## config.mk

```make
export PLATFORM = sky130hd
export DESIGN_NAME = alarm_time_ctrl
export DESIGN_NICKNAME = d
export VERILOG_FILES = /design/src/rtl/alarm_time_ctrl.sv
export SDC_FILE = /design/constraint.sdc
export NUM_CORES = 1
export LEC_CHECK = 0
export BUFFER_PORTS_ARGS = -buffer_cell sky130_fd_sc_hd__buf_4
export CAP_MARGIN = 20
export CELL_PAD_IN_SITES_DETAIL_PLACEMENT = 0
export CELL_PAD_IN_SITES_GLOBAL_PLACEMENT = 1
export CORE_ASPECT_RATIO = 1.1
export CORE_MARGIN = 3
export CORE_UTILIZATION = 47
export CTS_BUF_LIST = sky130_fd_sc_hd__clkbuf_4 sky130_fd_sc_hd__clkbuf_8
export CTS_CLUSTER_SIZE = 30
export DETAILED_ROUTE_END_ITERATION = 8
export PLACE_DENSITY = 0.9
export SETUP_SLACK_MARGIN = 0.15
export SKIP_CTS_REPAIR_TIMING = 1
export SLEW_MARGIN = 10
export SYNTH_ARGS = -nofsm -noshare
export SYNTH_HDL_FRONTEND = slang
export SYNTH_SLANG_ARGS = --single-unit
```

## constraint.sdc

```tcl
create_clock -name clk -period 4.34 [get_ports clk]
set_input_delay 0.651 -clock clk [delete_from_list [all_inputs] [get_ports clk]]
set_output_delay 0.651 -clock clk [all_outputs]
set_load 0.02 [all_outputs]
```

## src/rtl/alarm_time_ctrl.sv

```systemverilog
// Timekeeping and alarm control core.
// Drives the 7-seg digit bus, banner codes and buzzer.
module alarm_time_ctrl #(
    parameter int unsigned BANNER_SECS = 2,
    parameter int unsigned RING_SECS   = 60
) (
    input  logic       clk,
    input  logic       reset,
    input  logic       tick_1hz,
    input  logic       btn_mode,
    input  logic       btn_inc_min,
    input  logic       btn_inc_hr,
    input  logic       btn_alarm_en,
    output logic [5:0] sec,
    output logic [3:0] min2,
    output logic [3:0] min1,
    output logic [3:0] H2,
    output logic [2:0] H1,
    output logic       condition,
    output logic [3:0] Amin2,
    output logic [3:0] Amin1,
    output logic [3:0] AH2,
    output logic [1:0] AH1,
    output logic       alarm_en,
    output logic       buzzer
);

    typedef enum logic [1:0] {
        RUN       = 2'd0,
        SET_TIME  = 2'd1,
        SET_ALARM = 2'd2,
        RING      = 2'd3
    } state_t;

    state_t     state_q, state_d;
    logic [5:0] sec_q, sec_d;
    logic [3:0] m2_q, m2_d, m1_q, m1_d, h2_q, h2_d;
    logic [1:0] h1_q, h1_d;
    logic [3:0] am2_q, am2_d, am1_q, am1_d, ah2_q, ah2_d;
    logic [1:0] ah1_q, ah1_d;
    logic       en_q, en_d;
    logic [3:0] ban_q, ban_d;
    logic [7:0] ring_q, ring_d;
    logic [2:0] dh1_q, dh1_d;
    logic [3:0] dh2_q, dh2_d, dm1_q, dm1_d, dm2_q, dm2_d;
    logic       cond_q, cond_d, buzz_q, buzz_d;
    logic       b_hr, b_min, b_en, any_btn;

    // BCD minutes 00..59 with wrap, no carry out
    function automatic logic [7:0] min_inc(input logic [3:0] t, input logic [3:0] o);
        logic [7:0] r;
        if (o == 4'd9) begin
            if (t == 4'd5) r = 8'h00;
            else           r = {t + 4'd1, 4'd0};
        end else begin
            r = {t, o + 4'd1};
        end
        return r;
    endfunction

    // BCD hours 00..23 with wrap
    function automatic logic [5:0] hr_inc(input logic [1:0] t, input logic [3:0] o);
        logic [5:0] r;
        if (t == 2'd2 && o == 4'd3) r = 6'h00;
        else if (o == 4'd9)         r = {t + 2'd1, 4'd0};
        else                        r = {t, o + 4'd1};
        return r;
    endfunction

    // Next-state: time counting, mode FSM, buttons and display mux
    always_comb begin
        state_d = state_q;
        sec_d   = sec_q;
        m2_d    = m2_q;
        m1_d    = m1_q;
        h2_d    = h2_q;
        h1_d    = h1_q;
        am2_d   = am2_q;
        am1_d   = am1_q;
        ah2_d   = ah2_q;
        ah1_d   = ah1_q;
        en_d    = en_q;
        ban_d   = ban_q;
        ring_d  = ring_q;

        b_hr    = ~btn_mode & btn_inc_hr;
        b_min   = ~btn_mode & ~btn_inc_hr & btn_inc_min;
        b_en    = ~btn_mode & ~btn_inc_hr & ~btn_inc_min & btn_alarm_en;
        any_btn = btn_mode | btn_inc_hr | btn_inc_min | btn_alarm_en;

        if (tick_1hz && state_q != SET_TIME) begin
            if (sec_q == 6'd59) begin
                sec_d = 6'd0;
                {m1_d, m2_d} = min_inc(m1_q, m2_q);
                if (m1_q == 4'd5 && m2_q == 4'd9)
                    {h1_d, h2_d} = hr_inc(h1_q, h2_q);
            end else begin
                sec_d = sec_q + 6'd1;
            end
        end

        unique case (state_q)
            RUN: begin
                if (btn_mode) begin
                    state_d = SET_TIME;
                    sec_d   = 6'd0;
                end else begin
                    if (b_en) en_d = ~en_q;
                    if (en_q && tick_1hz && sec_d == 6'd0 &&
                        {h1_d, h2_d, m1_d, m2_d} == {ah1_q, ah2_q, am1_q, am2_q}) begin
                        state_d = RING;
                        ring_d  = 8'(RING_SECS);
                    end
                end
            end
            SET_TIME: begin
                if (btn_mode) begin
                    state_d = SET_ALARM;
                    ban_d   = 4'(BANNER_SECS);
                end else if (b_hr) begin
                    {h1_d, h2_d} = hr_inc(h1_q, h2_q);
                end else if (b_min) begin
                    {m1_d, m2_d} = min_inc(m1_q, m2_q);
                end else if (b_en) begin
                    en_d = ~en_q;
                end
            end
            SET_ALARM: begin
                if (btn_mode) begin
                    state_d = RUN;
                    ban_d   = 4'd0;
                end else begin
                    if (tick_1hz && ban_q != 4'd0) ban_d = ban_q - 4'd1;
                    if (b_hr)  {ah1_d, ah2_d} = hr_inc(ah1_q, ah2_q);
                    if (b_min) {am1_d, am2_d} = min_inc(am1_q, am2_q);
                    if (b_en)  en_d = ~en_q;
                end
            end
            RING: begin
                if (any_btn) begin
                    state_d = RUN;
                    ring_d  = 8'd0;
                end else if (tick_1hz) begin
                    if (ring_q <= 8'd1) begin
                        state_d = RUN;
                        ring_d  = 8'd0;
                    end else begin
                        ring_d = ring_q - 8'd1;
                    end
                end
            end
        endcase

        dh1_d  = {1'b0, h1_d};
        dh2_d  = h2_d;
        dm1_d  = m1_d;
        dm2_d  = m2_d;
        cond_d = 1'b0;
        if (state_d == SET_ALARM) begin
            if (ban_d != 4'd0) begin
                dh1_d = 3'b011;
                dh2_d = 4'hA;
                dm1_d = 4'hA;
                dm2_d = 4'hA;
            end else begin
                cond_d = 1'b1;
            end
        end else if (state_d == RING && sec_d[0]) begin
            dh1_d = 3'b111;
            dh2_d = 4'hF;
            dm1_d = 4'hF;
            dm2_d = 4'hF;
        end
        buzz_d = (state_d == RING);
    end

    // State and registered outputs
    always_ff @(posedge clk or negedge reset) begin
        if (!reset) begin
            state_q <= RUN;
            sec_q   <= '0;
            m2_q    <= '0;
            m1_q    <= '0;
            h2_q    <= '0;
            h1_q    <= '0;
            am2_q   <= '0;
            am1_q   <= '0;
            ah2_q   <= '0;
            ah1_q   <= '0;
            en_q    <= 1'b0;
            ban_q   <= '0;
            ring_q  <= '0;
            dh1_q   <= '0;
            dh2_q   <= '0;
            dm1_q   <= '0;
            dm2_q   <= '0;
            cond_q  <= 1'b0;
            buzz_q  <= 1'b0;
        end else begin
            state_q <= state_d;
            sec_q   <= sec_d;
            m2_q    <= m2_d;
            m1_q    <= m1_d;
            h2_q    <= h2_d;
            h1_q    <= h1_d;
            am2_q   <= am2_d;
            am1_q   <= am1_d;
            ah2_q   <= ah2_d;
            ah1_q   <= ah1_d;
            en_q    <= en_d;
            ban_q   <= ban_d;
            ring_q  <= ring_d;
            dh1_q   <= dh1_d;
            dh2_q   <= dh2_d;
            dm1_q   <= dm1_d;
            dm2_q   <= dm2_d;
            cond_q  <= cond_d;
            buzz_q  <= buzz_d;
        end
    end

    assign sec       = sec_q;
    assign min2      = dm2_q;
    assign min1      = dm1_q;
    assign H2        = dh2_q;
    assign H1        = dh1_q;
    assign condition = cond_q;
    assign Amin2     = am2_q;
    assign Amin1     = am1_q;
    assign AH2       = ah2_q;
    assign AH1       = ah1_q;
    assign alarm_en  = en_q;
    assign buzzer    = buzz_q;

endmodule
```

==> impl_metrics.env, run 1 <==
export IMPL_status="completed"
export IMPL_cts_buffers=9
export IMPL_fmax_ghz=0.259
export IMPL_grt_overflow=0
export IMPL_cp_arrival_ps=4120
export IMPL_clk_pin_slew_ps=80
export IMPL_wire_per_inst_microns=17.4
export IMPL_r2r_end="min2[1]$_DFF_PN0_"
export IMPL_hold_viol_final=0
export IMPL_syn_inst=506
export IMPL_drc=0
export IMPL_die_w_microns=98.7
export IMPL_dp_hpwl_microns=8340
export IMPL_timing_rr_start="state_q[1]$_DFF_PN0_"
export IMPL_rrSetupSlack_ps=470
export IMPL_ys_seq_area_frac=0.372
export IMPL_via_per_inst=6.08
export IMPL_end_kind="flop"
export IMPL_antenna_cells=0
export IMPL_wirelength_microns=11400
export IMPL_rows=36
export IMPL_grt_max_degree=67
export IMPL_reg2reg_depth=10
export IMPL_synth_enable_flop_cells=0
export IMPL_final_cell_mix="66 x dfrtp_1, 48 x nor2_1, 45 x buf_4"
export IMPL_yosys_warnings=0
export IMPL_finalMaxSlewViolations=0
export IMPL_syn_num_nets=528
export IMPL_yosysUniqueCellTypes=76
export IMPL_final_layout_size_suffix_gt1_frac=0.156
export IMPL_fin_crit_ps=3870
export IMPL_max_slew_margin_rel=0.453
export IMPL_hold_path_class="primary input to asynchronous set/reset pin"
export IMPL_antenna_found_initial=0
export IMPL_ys_ff_latch=66
export IMPL_multi_input_area_sq_um=2500
export IMPL_finalClockSkew_ps=8.32
export IMPL_cts_tree="built"
export IMPL_fp_dieArea_sq_um=10700
export IMPL_final_common_cell="dfrtp_1"
export IMPL_cts_sinks=66
export IMPL_worst_pin_slew_ps=821
export IMPL_cp_max_fo=11
export IMPL_dr_pass1_iters=6
export IMPL_ant_nets=0
export IMPL_critPathLaunchType="flop"
export IMPL_core_area_sq_um=9050
export IMPL_fill_cells=819
export IMPL_synth_main_ff_cell="dfrtp_1"
export IMPL_crit_required_ps=4590
export IMPL_cp_endpoint="min2[1]$_DFF_PN0_"
export IMPL_die_h_microns=108
export IMPL_gr_usage_all_layers=0.222
export IMPL_cellPowerDensity_nw_per_um2=614
export IMPL_period_share=0.891
export IMPL_regArea_sq_um=1650
export IMPL_leakage_uw=0.00232
export IMPL_holdWs_ps=395
export IMPL_htreeDepth=3
export IMPL_nets=556
export IMPL_crit_start="state_q[1]$_DFF_PN0_"
export IMPL_clk_latency_ps=350
export IMPL_grt_pass1_wl_microns=18900
export IMPL_io_pins=45
export IMPL_power_uw=3090
export IMPL_area_growth_pct=13.0
export IMPL_ir_drop_v=0.000302
export IMPL_grt_pass1_vias=3829
export IMPL_io_buffers=44
export IMPL_cap_violations=0
export IMPL_drtIter0Drc=266
export IMPL_syn_cell_area_sq_um=4450
export IMPL_setup_violations=0
export IMPL_syn_avg_cell_area_sq_um=8.79
export IMPL_place_congestion=0.875
export IMPL_fin_setup_tns_ps=0
export IMPL_vias=3971
export IMPL_critical_path_class="flop to flop"
export IMPL_rsz0062_at_grt="no"
export IMPL_initial_core_util=0.491
export IMPL_clk_path_buf_depth=2
export IMPL_root_buffer="clkbuf_8"
export IMPL_ys_async_sr_fraction=1.00
-- logic make-up (layout without fill, tap and decap cells) --
logic type | Yosys count | count (layout) | synth area share
adders and majority gates | 15 | 15 | 0.0422
buffers and inverters | 65 | 98 | 0.0661
muxes | 10 | 10 | 0.0231
and+or+nand+nor | 199 | 199 | 0.257
DFF | 66 | 66 | 0.372
AOI/OAI and AO/OA | 133 | 133 | 0.205
xor gates and xnor gates | 18 | 18 | 0.0355
-- stage by stage --
| stage | std cells | utilization | setup WS, ps | area [sq um] |
|---|---|---|---|---|
| floorplan | 506 | - | 966 | 4450 |
| global placement | 637 | 0.527 | 655 | 4770 |
| finish | 653 | 0.555 | 475 | 5020 |
| global route | 653 | 0.555 | 170 | 5020 |
| detailed placement | 637 | 0.527 | 545 | 4770 |
| CTS | 653 | 0.555 | 489 | 5020 |
-- layer usage --
| metal | routed length, microns | GRT usage |
|---|---|---|
| met5 | 0 | 0 |
| met4 | 257 | 0.0966 |
| met3 | 533 | 0.0342 |
| met2 | 5550 | 0.375 |
| met1 | 5030 | 0.283 |
-- worst max-delay path: stages (launching register included) --
cell	delay, ps
dfrtp_1	440
inv_1	120
ha_1	330
nand3b_4	270
nor4_1	680
mux2i_1	290
xnor2_1	120
or4_1	610
nor4_4	410
nor3_2	180
o311ai_1	300
-- where the power goes --
group,switching [uW],internal [uW]
Clock,248,411
Sequential,254,791
Combinational,819,562
-- final cells by class --
type,count,share of cell area
multi-input combinational,375,0.498
sequential,66,0.329
clock buffer,11,0.0301
tap,114,0.0284
timing repair buffer,45,0.0672
inverter,37,0.0276
clock inverter,5,0.0199
-- how the worst min path moves through the flow --
stage,from,endpoint,slack (ps),depth (start not counted)
floorplan,reset,AH1[0]$_DFFE_PN0P_,360,0
global placement,alarm_en$_DFFE_PN0P_,alarm_en$_DFFE_PN0P_,500,1
detailed placement,alarm_en$_DFFE_PN0P_,alarm_en$_DFFE_PN0P_,500,1
CTS,reset,state_q[0]$_DFF_PN0_,420,1
global route,reset,ring_q[1]$_DFFE_PN0P_,460,1
finish,reset,ring_q[1]$_DFFE_PN0P_,400,1
-- cells in the mapped netlist (5+ instances only) --
cell type  count  share of area
a31oi_1       10          0.014
nand3_1       10          0.011
ha_1          15          0.042
o31ai_1        8          0.014
and3b_1        5         0.0099
and3_1         6         0.0084
clkbuf_1      10         0.0084
a21oi_1       30          0.034
mux2i_1        8          0.018
a221oi_1       5         0.0099
inv_1         37          0.031
nor4_1         9          0.013
xnor2_1       12          0.024
xor2_1         6          0.012
nand2b_1       9          0.013
nor3_1        14          0.016
nor2_1        48          0.041
buf_2          7         0.0079
o21ai_0       25          0.028
and2_1         5         0.0070
nand2_1       35          0.030
dfrtp_1       66           0.37
nor2b_1       11          0.015
nand4_1       13          0.018
-- flip-flops by register name (all words and copies together), names as in the netlist, 3 cells and up --
signal	flops
ban_q	4
sec	6
Amin1	4
H2	4
h2_q	4
m1_q	4
ring_q	8
min2	4
min1	4
H1	3
Amin2	4
AH2	4
m2_q	4
No activity file was read; power rests on OpenSTA's default activity.
==> run 2: changes to the inputs <==
--- a/config.mk
+++ b/config.mk
@@ -5,17 +5,18 @@
 export SDC_FILE = /design/constraint.sdc
 export NUM_CORES = 1
 export LEC_CHECK = 0
-export BUFFER_PORTS_ARGS = -buffer_cell sky130_fd_sc_hd__buf_4
 export CAP_MARGIN = 20
 export CELL_PAD_IN_SITES_DETAIL_PLACEMENT = 0
 export CELL_PAD_IN_SITES_GLOBAL_PLACEMENT = 1
 export CORE_ASPECT_RATIO = 1.1
 export CORE_MARGIN = 3
-export CORE_UTILIZATION = 47
+export CORE_UTILIZATION = 51
 export CTS_BUF_LIST = sky130_fd_sc_hd__clkbuf_4 sky130_fd_sc_hd__clkbuf_8
 export CTS_CLUSTER_SIZE = 30
 export DETAILED_ROUTE_END_ITERATION = 8
+export DONT_BUFFER_PORTS = 1
 export PLACE_DENSITY = 0.9
+export REMOVE_ABC_BUFFERS = 1
 export SETUP_SLACK_MARGIN = 0.15
 export SKIP_CTS_REPAIR_TIMING = 1
 export SLEW_MARGIN = 10
==> run 2 against run 1 <==
  * Sequential cell count unchanged
  * Critical path type unchanged
  * Register-to-register slack worse by 30 ps
  * Sequential power increased by 12%
  * Cell count is 6.9% lower
  * Combinational power shrank 20%
  * Utilization is essentially flat
  * Global-route usage grew 0.14 points
  * Critical endpoint unchanged
  * Clock power shrank 17%
  * Sequential share of layout area is 2.4 points higher
  * Non-clock buffer count shrank 42
  * Critical path depth down 1
==> impl_metrics.env, run 2 (synthesis gave the netlist of run 1 again) <==
export IMPL_wire_per_inst_microns=17.8
export IMPL_via_per_inst=6.15
export IMPL_critPathLaunchType="flop"
export IMPL_root_buffer="clkbuf_8"
export IMPL_power_frac_seq=0.414
export IMPL_core_area_sq_um=8450
export IMPL_crit_required_ps=4590
export IMPL_finalMaxSlewViolations=0
export IMPL_largest_reg_flops=8
export IMPL_cp_arrival_ps=4150
export IMPL_rsz0062_at_grt="no"
export IMPL_fin_setup_tns_ps=0
export IMPL_rows=35
export IMPL_initial_core_util=0.526
export IMPL_pwr_share_comb=0.392
export IMPL_worst_pin_slew_ps=661
export IMPL_drtIter0Drc=237
export IMPL_fp_dieArea_sq_um=9870
export IMPL_end_kind="flop"
export IMPL_clk_path_buf_depth=2
export IMPL_netSwitchingPower_uw=1270
export IMPL_clk_latency_ps=350
export IMPL_cap_violations=0
export IMPL_fmax_ghz=0.257
export IMPL_wirelength_microns=10800
export IMPL_die_h_microns=104
export IMPL_vias=3739
export IMPL_io_buffers=0
export IMPL_final_cell_mix="66 x dfrtp_1, 48 x nor2_1, 37 x inv_1"
export IMPL_hold_path_class="primary input to asynchronous set/reset pin"
export IMPL_grt_overflow=0
export IMPL_cellPowerDensity_nw_per_um2=600
export IMPL_htreeDepth=3
export IMPL_cts_sinks=66
export IMPL_grt_max_degree=67
export IMPL_intPower_uw=1540
export IMPL_regMostFlops="ring_q"
export IMPL_grt_pass1_vias=3416
export IMPL_antenna_found_initial=0
export IMPL_dr_pass1_iters=5
export IMPL_holdWs_ps=170
export IMPL_nets=514
export IMPL_drc=0
export IMPL_finalClockSkew_ps=12.6
export IMPL_clockPowerShare=0.195
export IMPL_cts_tree="built"
export IMPL_place_congestion=0.968
export IMPL_dp_hpwl_microns=7940
export IMPL_gr_usage_all_layers=0.223
export IMPL_period_share=0.898
export IMPL_cts_buffers=9
export IMPL_setup_violations=0
export IMPL_max_slew_margin_rel=0.555
export IMPL_area_growth_pct=5.49
export IMPL_clk_pin_slew_ps=80
export IMPL_final_common_cell="dfrtp_1"
export IMPL_status="completed"
export IMPL_leakage_uw=0.00210
export IMPL_die_w_microns=95.0
export IMPL_fin_crit_ps=3900
export IMPL_final_layout_size_suffix_gt1_frac=0.0805
export IMPL_ir_drop_v=0.000351
export IMPL_cp_max_fo=10
export IMPL_io_pins=45
export IMPL_hold_viol_final=0
export IMPL_ant_nets=0
export IMPL_antenna_cells=0
export IMPL_sw_frac_of_total=0.452
export IMPL_critical_path_class="flop to flop"
export IMPL_grt_pass1_wl_microns=17500
run 2: power groups by stage:
stage	Clock (uW)	Sequential [uW]	Combinational, uW
final	548	1160	1100
after global routing	580	1200	1240
after CTS	557	1170	1080
after detailed placement	0	1180	1080
after global placement	0	1170	1060
after floorplan	0	1090	863
run 2: final timing paths:
path	startpoint	end	depth (start not counted)	slack [ps]
worst max-delay path	sec[0]$_DFF_PN0_	min2[1]$_DFF_PN0_	9	440
worst min-delay path	reset	sec[2]$_DFF_PN0_	1	170
worst max register to register	sec[0]$_DFF_PN0_	min2[1]$_DFF_PN0_	9	440
worst min register to register	ring_q[6]$_DFFE_PN0P_	ring_q[6]$_DFFE_PN0P_	2	550
max in group asynchronous	reset	h2_q[1]$_DFF_PN0_	1	3900
min in group clk	btn_inc_hr	AH2[0]$_DFFE_PN0P_	2	460
run 2: per-layer routing:
metal / up-vias / part of all wire / track usage
li1: 1831 / - / -
met1: 1776 / 0.44 / 0.298
met2: 113 / 0.48 / 0.355
met3: 19 / 0.063 / 0.0470
met4: 0 / 0.020 / 0.0825
met5: - / 0 / 0
run 2: layout make-up:
class | instances | area [sq um]
timing repair buffer | 3 | 42.5
fill | 751 | 3760
multi-input combinational | 375 | 2510
inverter | 37 | 139
sequential | 66 | 1650
tap | 111 | 139
clock buffer | 12 | 159
clock inverter | 4 | 50.0
run 2: stage by stage:
step	cell area, sq um	power [uW]	util	setup slack, ps	instances
global placement	4440	2230	0.526	635	591
floorplan	4290	1950	-	934	478
detailed placement	4440	2250	0.526	446	591
finish	4690	2820	0.555	443	608
CTS	4650	2810	0.551	443	607
global route	4690	3020	0.555	154	608
run 2: worst max-delay path, stage by stage, from the launching register on:
cell and delay, ps:
dfrtp_1 580, ha_1 440, nand4b_4 270, nor4_1 660, mux2i_1 290, xnor2_1 100, or4_1 590, nor4_4 390
nor3_2 180, o311ai_1 300
